[src/rtl/heater_sched_pkg.sv]
// Shared types for the two-heater power scheduler: FSM state encoding,
// heater index constants and the grant-selection helper.
package heater_sched_pkg;

    typedef enum logic [1:0] {
        ST_IDLE   = 2'd0,
        ST_ON_EXT = 2'd1,
        ST_ON_BED = 2'd2,
        ST_GAP    = 2'd3
    } state_e;

    localparam int HTR_EXT = 0;
    localparam int HTR_BED = 1;

    // Choose the next ON state from the effective requests; on a tie the
    // heater holding priority wins.
    function automatic state_e pick_grant(input logic [1:0] eff, input logic prio_bed);
        state_e st;
        st = ST_IDLE;
        if (eff[HTR_EXT] && eff[HTR_BED]) begin
            st = prio_bed ? ST_ON_BED : ST_ON_EXT;
        end else if (eff[HTR_EXT]) begin
            st = ST_ON_EXT;
        end else if (eff[HTR_BED]) begin
            st = ST_ON_BED;
        end
        return st;
    endfunction

endpackage

[src/rtl/runaway_timer.sv]
// Per-heater runaway watchdog: counts consecutive request cycles and latches
// a fault when the limit is reached; a clear pulse releases it.
module runaway_timer
    import heater_sched_pkg::*;
#(
    parameter int RUNAWAY_CYCLES = 50_000_000
) (
    input  logic clk,
    input  logic rst_n,
    input  logic req_i,
    input  logic clr_i,
    output logic fault_o
);

    localparam logic [31:0] LIMIT    = 32'(RUNAWAY_CYCLES);
    localparam logic [31:0] LIMIT_M1 = 32'(RUNAWAY_CYCLES - 1);

    logic [31:0] cnt_q, cnt_d;
    logic        fault_q, fault_d;
    logic        set_w;

    // Fault fires only on the cycle the count reaches the limit, so a
    // saturated counter never re-asserts it against a later clear.
    assign set_w = req_i && (cnt_q == LIMIT_M1);

    always_comb begin
        cnt_d   = cnt_q;
        fault_d = fault_q;
        if (clr_i || !req_i) begin
            cnt_d = 32'd0;
        end else if (cnt_q != LIMIT) begin
            cnt_d = cnt_q + 32'd1;
        end
        if (set_w) begin
            fault_d = 1'b1;
        end else if (clr_i) begin
            fault_d = 1'b0;
        end
    end

    always_ff @(posedge clk or negedge rst_n) begin
        if (!rst_n) begin
            cnt_q   <= 32'd0;
            fault_q <= 1'b0;
        end else begin
            cnt_q   <= cnt_d;
            fault_q <= fault_d;
        end
    end

    assign fault_o = fault_q;

endmodule

[src/rtl/heater_scheduler.sv]
// Time-slices a single heater power budget between extruder and bed:
// one heater on at a time, dead time between grants, runaway fault lockout.
module heater_scheduler
    import heater_sched_pkg::*;
#(
    parameter int SLICE_CYCLES   = 1000,
    parameter int GAP_CYCLES     = 100,
    parameter int RUNAWAY_CYCLES = 50_000_000
) (
    input  logic       clk,
    input  logic       rst_n,
    input  logic       req_ext,
    input  logic       req_bed,
    input  logic [1:0] clr_fault,
    output logic       heat_ext,
    output logic       heat_bed,
    output logic [1:0] fault,
    output logic       busy,
    output logic [1:0] dbg_state
);

    localparam int SW = $clog2(SLICE_CYCLES + 1);
    localparam int GW = $clog2(GAP_CYCLES + 1);
    localparam logic [SW-1:0] SLICE_LAST = SW'(SLICE_CYCLES - 1);
    localparam logic [GW-1:0] GAP_LAST   = GW'(GAP_CYCLES - 1);

    state_e        state_q, state_d;
    state_e        grant_w;
    logic [SW-1:0] slice_q, slice_d;
    logic [GW-1:0] gap_q, gap_d;
    logic          prio_bed_q, prio_bed_d;
    logic          armed_q;
    logic          heat_ext_q, heat_bed_q;
    logic [1:0]    fault_w;
    logic [1:0]    eff_w;

    runaway_timer #(.RUNAWAY_CYCLES(RUNAWAY_CYCLES)) u_rt_ext (
        .clk     (clk),
        .rst_n   (rst_n),
        .req_i   (req_ext),
        .clr_i   (clr_fault[HTR_EXT]),
        .fault_o (fault_w[HTR_EXT])
    );

    runaway_timer #(.RUNAWAY_CYCLES(RUNAWAY_CYCLES)) u_rt_bed (
        .clk     (clk),
        .rst_n   (rst_n),
        .req_i   (req_bed),
        .clr_i   (clr_fault[HTR_BED]),
        .fault_o (fault_w[HTR_BED])
    );

    assign eff_w = {req_bed, req_ext} & ~fault_w;

    // armed_q holds off the first grant until one edge after reset release.
    assign grant_w = armed_q ? pick_grant(eff_w, prio_bed_q) : ST_IDLE;

    always_comb begin
        state_d    = state_q;
        slice_d    = slice_q;
        gap_d      = gap_q;
        prio_bed_d = prio_bed_q;
        case (state_q)
            ST_IDLE: begin
                state_d = grant_w;
            end
            ST_ON_EXT: begin
                if (!eff_w[HTR_EXT] || (slice_q == SLICE_LAST && eff_w[HTR_BED])) begin
                    state_d = ST_GAP;
                end else if (slice_q != SLICE_LAST) begin
                    slice_d = slice_q + 1'b1;
                end
            end
            ST_ON_BED: begin
                if (!eff_w[HTR_BED] || (slice_q == SLICE_LAST && eff_w[HTR_EXT])) begin
                    state_d = ST_GAP;
                end else if (slice_q != SLICE_LAST) begin
                    slice_d = slice_q + 1'b1;
                end
            end
            ST_GAP: begin
                if (gap_q == GAP_LAST) begin
                    state_d = grant_w;
                end else begin
                    gap_d = gap_q + 1'b1;
                end
            end
            default: begin
                state_d = ST_IDLE;
            end
        endcase

        // Counters restart on every state change; priority flips on each grant.
        if (state_d != state_q) begin
            slice_d = '0;
            gap_d   = '0;
            if (state_d == ST_ON_EXT) begin
                prio_bed_d = 1'b1;
            end else if (state_d == ST_ON_BED) begin
                prio_bed_d = 1'b0;
            end
        end
    end

    always_ff @(posedge clk or negedge rst_n) begin
        if (!rst_n) begin
            state_q    <= ST_IDLE;
            slice_q    <= '0;
            gap_q      <= '0;
            prio_bed_q <= 1'b0;
            armed_q    <= 1'b0;
            heat_ext_q <= 1'b0;
            heat_bed_q <= 1'b0;
        end else begin
            state_q    <= state_d;
            slice_q    <= slice_d;
            gap_q      <= gap_d;
            prio_bed_q <= prio_bed_d;
            armed_q    <= 1'b1;
            heat_ext_q <= (state_d == ST_ON_EXT);
            heat_bed_q <= (state_d == ST_ON_BED);
        end
    end

    assign heat_ext  = heat_ext_q;
    assign heat_bed  = heat_bed_q;
    assign fault     = fault_w;
    assign busy      = (state_q != ST_IDLE);
    assign dbg_state = state_q;

endmodule
[config.mk]
export PLATFORM = sky130hd
export DESIGN_NAME = heater_scheduler
export DESIGN_NICKNAME = d
export VERILOG_FILES = /design/src/rtl/heater_sched_pkg.sv /design/src/rtl/runaway_timer.sv /design/src/rtl/heater_scheduler.sv
export SDC_FILE = /design/constraint.sdc
export NUM_CORES = 1
export LEC_CHECK = 0
export BUFFER_PORTS_ARGS = -buffer_cell sky130_fd_sc_hd__buf_2
export CAP_MARGIN = 10
export CELL_PAD_IN_SITES_DETAIL_PLACEMENT = 0
export CELL_PAD_IN_SITES_GLOBAL_PLACEMENT = 2
export CORE_UTILIZATION = 40
export CTS_CLUSTER_DIAMETER = 120
export DETAILED_ROUTE_END_ITERATION = 10
export GPL_ROUTABILITY_DRIVEN = 0
export PLACE_DENSITY = 0.88
export SYNTH_ARGS = -nofsm -noshare
export SYNTH_HDL_FRONTEND = slang
export SYNTH_HIERARCHICAL = 1
export SYNTH_SLANG_ARGS = --single-unit
[constraint.sdc]
create_clock -name clk -period 2.8 [get_ports clk]
set_input_delay 0 -clock clk [delete_from_list [all_inputs] [get_ports clk]]
set_output_delay 0 -clock clk [all_outputs]
set_load 0.005 [all_outputs]
==> summary.log <==
[timing] Least-Margin Pin Slew 0.829 ns
[run_status] status complete, but fails checks
[clocking] TritonCTS clock tree yes
[critical_path] Reg2Reg Setup Slack 0.18 ns
[critical_path] Reg-to-Reg Start slice_q[0]$_DFFE_PN0P_
[synthesis] gate count after technology mapping 496
[run_status] violations in the final reports DRC
[clocking] clock net sink count 89
[floorplanning] standard-cell row count 40
[finish] final design instance area without fill 5540 µm²
[clocking] TritonCTS buffer count 9
[synthesis] share of the yosys chip area belonging to registers 45.2%
[place] total half-perimeter wirelength after legalization and detailed placement 6.83 mm
[global_routing] wire length of the first global-routing pass 17.7 mm
[timing] share of the clock period used by the worst path after layout 93.5%
[drt] number of search-and-repair iterations in the first detailed-routing pass 7
[drt] DRC violations left 1
[global_routing] maximum number of pins on one net before global-route repair 42
[clocking] root buffer cell sky130_fd_sc_hd__clkbuf_16
[critical_path] crit start category flop
[critical_path] critical path buffer and inverter count 0
[place] placed inst area 5170 µm²
[clocking] clock insertion delay at the later pin of the skew report 0.35 ns
[timing] headroom to the max-slew limit 44.7%
[power_and_ir_drop] Pwr per Cell Area 519 nW/µm²
[power_and_ir_drop] Total Power Consumption 2.88 mW
[power_and_ir_drop] switching power 784 µW
[synthesis] biggest area consumer among synthesized cells sky130_fd_sc_hd__dfrtp_1
[drt] routed len/inst 14.9 µm
[critical_path] required arrival time at the worst endpoint 3.04 ns
[critical_path] Critical Path Fanout Max 5
[power_and_ir_drop] Peak supply drop 0.000263 V
[finish] post-layout net count 538
[power_and_ir_drop] combinational group share of total power 10.4%
[global_routing] initial antenna violation count 0
[clocking] Max Buffers Root-to-Sink 2
[clocking] number of H-tree levels 3
[floorplanning] total I/O pin count 13
[synthesis] Post-synth top cells 89 x sky130_fd_sc_hd__dfrtp_1, 68 x sky130_fd_sc_hd__nor2_1, 34 x sky130_fd_sc_hd__xnor2_1
[synthesis] synth warn 6
[finish] fraction of layout instances using a drive strength above 1 15.1%
[synthesis] Yosys top cell area share 45.2%
[critical_path] crit end category flop
[job] max-capacitance violation count 0
[synthesis] number of unique standard cell types used by synthesis 63
[power_and_ir_drop] static leakage 2.24 nW
[synthesis] main area contributors after synthesis sky130_fd_sc_hd__dfrtp_1 45%, sky130_fd_sc_hd__xnor2_1 6.0%, sky130_fd_sc_hd__nor2_1 5.2%
[critical_path] most numerous cell on the critical path sky130_fd_sc_hd__ha_4
[critical_path] launch point of the worst path slice_q[0]$_DFFE_PN0P_
[finish] post-layout utilization of the core 46.1%
[synthesis] flop and latch count out of synthesis 89
[floorplanning] die span in y 113 µm
[timing] final count of hold timing violations 0
[floorplanning] floorplan core area 12000 µm²
[power_and_ir_drop] proportion of power drawn by the clock network 39.8%
[floorplanning] Die Footprint 12800 µm²
[global_routing] GR Util All Layers 17.5%
[synthesis] Most used DFF post-synth sky130_fd_sc_hd__dfrtp_1
[finish] synth-to-layout area growth 12.4%
[finish] fin cells 676
[synthesis] proportion of synthesized flip-flops having asynchronous set or reset 100%
[critical_path] arrival time of data at the critical path endpoint 2.86 ns
[floorplanning] Initial Utilization 41.0%
[worst_hold_path] Min-Delay Path Class in -> async
[global_routing] number of global-route vias before repair 3711
[drt] vias post-DR 3646
[synthesis] leading cell type by number of instances after synthesis sky130_fd_sc_hd__dfrtp_1
[drt] final wirelength 10.1 mm
[critical_path] number of stages on the worst setup path 10
[power_and_ir_drop] Sequential Power Share 49.8%
[synthesis] syn_nets 510
[timing] setup total negative slack 0 ns
[drt] number of nets with antenna violations after detailed routing 0
[timing] minimum clock period 2.62 ns
[drt] DRC violation total after the first TritonRoute iteration 164
[synthesis] Post-Synthesis Mean Instance Area 9.93 µm²
[floorplanning] Chip Width 113 µm
[power_and_ir_drop] Internal Pwr Total 2.09 mW
[critical_path] cell family with most CP delay compound AO/OA/AOI/OAI gates
[critical_path] Critical Setup Path Class reg -> reg
[global_routing] total overflow reported by the global router 0
[power_and_ir_drop] fraction of power spent switching nets 27.3%
[critical_path] critical path capture point prio_bed_q$_DFFE_PN0P_
[critical_path] CP Cell Sequence ha_4 > and4b_1 > nand4_1 > nor3b_1 > a41o_1 > a22o_1 > ha_4 > a21oi_1 > a221oi_2 > mux2_2
[place] Inst Count DP 654
[timing] Fin Clk Skew 0.0125 ns
[drt] drt via density 5.39
[critical_path] Worst Reg-to-Reg Cells 10
[timing] maximum operating frequency 382 MHz
[timing] unrepaired setup endpoints after global routing no
[synthesis] Synth Cell Area 4920 µm²
[timing] Max Slew Vio Count 0
[critical_path] Crit-path slowest cell sky130_fd_sc_hd__dfrtp_1
[clocking] clock-pin slew of the registers on the worst-case setup and hold paths 0.07 ns
[critical_path] stage delay of the slowest cell on the critical path 0.41 ns
[timing] Setup violations, final 0
[critical_path] critical register-to-register path endpoint prio_bed_q$_DFFE_PN0P_
[synthesis] EDFF count, synth 0
[finish] antenna diode instance count 0
[place] number of port buffers 12
## layout make-up
cell class	instances	area [µm²]
inverter	11	41.3
fill	1154	6470
clock buffer	9	225
clock inverter	7	53.8
tap	147	184
sequential	89	2230
timing repair buffer	27	188
multi-input combinational	386	2620
## logic make-up (layout without fill, tap and decap cells)
| family | count (synthesis) | count (layout) | share of synthesized area [%] |
|---|---|---|---|
| AND/OR/NAND/NOR | 265 | 265 | 32.7 |
| flip-flops | 89 | 89 | 45.2 |
| XOR/XNOR | 63 | 63 | 11.2 |
| AO/OA/AOI/OAI | 44 | 44 | 5.39 |
| buffers and inverters | 21 | 54 | 2.26 |
| adder cells (fa/ha/maj) | 8 | 8 | 2.03 |
| multiplexers | 5 | 5 | 1.14 |
| other | 1 | 1 | 0.0761 |
## power by group through the flow
stage / clock network, mW / logic, mW / registers, mW
floorplan: 0 / 0.211 / 1.44
global placement: 0 / 0.274 / 1.44
detailed placement: 0 / 0.280 / 1.45
CTS: 1.17 / 0.295 / 1.43
global route: 1.22 / 0.345 / 1.44
finish: 1.15 / 0.299 / 1.43
## layer usage
| layer | part of all wire (%) | global-route usage, % | vias up |
|---|---|---|---|
| met5 | 0 | 0 | - |
| met4 | 1.6 | 7.28 | 0 |
| met3 | 1.8 | 2.89 | 12 |
| met2 | 48 | 29.1 | 22 |
| met1 | 49 | 22.6 | 1804 |
| li1 | - | - | 1808 |
## layout by cell type, fill, tap and decap left out, types with 3 or more instances in the layout
cell type                       count
sky130_fd_sc_hd__and4_1             7
sky130_fd_sc_hd__nor4b_2            4
sky130_fd_sc_hd__nor4_4             4
sky130_fd_sc_hd__nor3_1            12
sky130_fd_sc_hd__buf_2             11
sky130_fd_sc_hd__dfrtp_1           89
sky130_fd_sc_hd__nand3_1           31
sky130_fd_sc_hd__nand4_1           21
sky130_fd_sc_hd__mux2i_1            3
sky130_fd_sc_hd__xor2_1            29
sky130_fd_sc_hd__clkinv_4           3
sky130_fd_sc_hd__o21ai_0           15
sky130_fd_sc_hd__and3_1            13
sky130_fd_sc_hd__nor2_1            68
sky130_fd_sc_hd__inv_1              9
sky130_fd_sc_hd__nand2b_1           4
sky130_fd_sc_hd__dlygate4sd3_1      5
sky130_fd_sc_hd__nor2b_1            4
sky130_fd_sc_hd__a21oi_1           17
sky130_fd_sc_hd__nand2_1           31
sky130_fd_sc_hd__clkbuf_16          9
sky130_fd_sc_hd__nor2_2             8
sky130_fd_sc_hd__ha_1               6
sky130_fd_sc_hd__nor4_1             7
sky130_fd_sc_hd__nor3_2             4
sky130_fd_sc_hd__xnor2_1           34
sky130_fd_sc_hd__nor4b_1            6
sky130_fd_sc_hd__or3_1             12
sky130_fd_sc_hd__buf_4             11
## how the worst min path moves through the flow
stage	start	to	slack, ns
global route	rst_n	slice_q[6]$_DFFE_PN0P_	0.22
detailed placement	rst_n	slice_q[9]$_DFFE_PN0P_	0.02
global placement	rst_n	prio_bed_q$_DFFE_PN0P_	0.02
CTS	rst_n	slice_q[9]$_DFFE_PN0P_	0.19
finish	rst_n	slice_q[9]$_DFFE_PN0P_	0.17
floorplan	rst_n	armed_q$_DFF_PN0_	-0.30
## worst register-to-register path, delay by kind of cell (launching register included)
kind                       cells  cell delay (ns)
AOI/OAI and AO/OA              4             0.74
adders and majority gates      2             0.45
DFF                            1             0.41
muxes                          1             0.35
and+or+nand+nor                3             0.55
## what timing repair did
item | 4_1_cts | 5_1_grt
hold buffers | 5 | 0
setup buffers | 0 | 1
gates resized for setup | 0 | 4
endpoints found under the setup margin | 0 | 1
endpoints found under the hold margin | 41 | 0
## state kept, by name, indices dropped and copies added, names as in the netlist
| register | count |
|---|---|
| u_rt_bed/cnt_q | 32 |
| u_rt_ext/cnt_q | 32 |
| slice_q | 10 |
| gap_q | 7 |
| dbg_state | 2 |
| armed_q | 1 |
| heat_bed | 1 |
| heat_ext | 1 |
| prio_bed_q | 1 |
| u_rt_bed/fault_o | 1 |
| u_rt_ext/fault_o | 1 |
## through the flow
| step | setup slack [ns] | hold WS, ns |
|---|---|---|
| 2_1_floorplan | 0.284 | -0.296 |
| 5_1_grt | 0.0304 | 0.215 |
| 6_report | 0.182 | 0.167 |
| 3_3_place_gp | 0.0966 | 0.0155 |
| 4_1_cts | 0.0549 | 0.186 |
| 3_5_place_dp | 0.0834 | 0.0218 |
No activity file was read; power rests on OpenSTA's default activity.
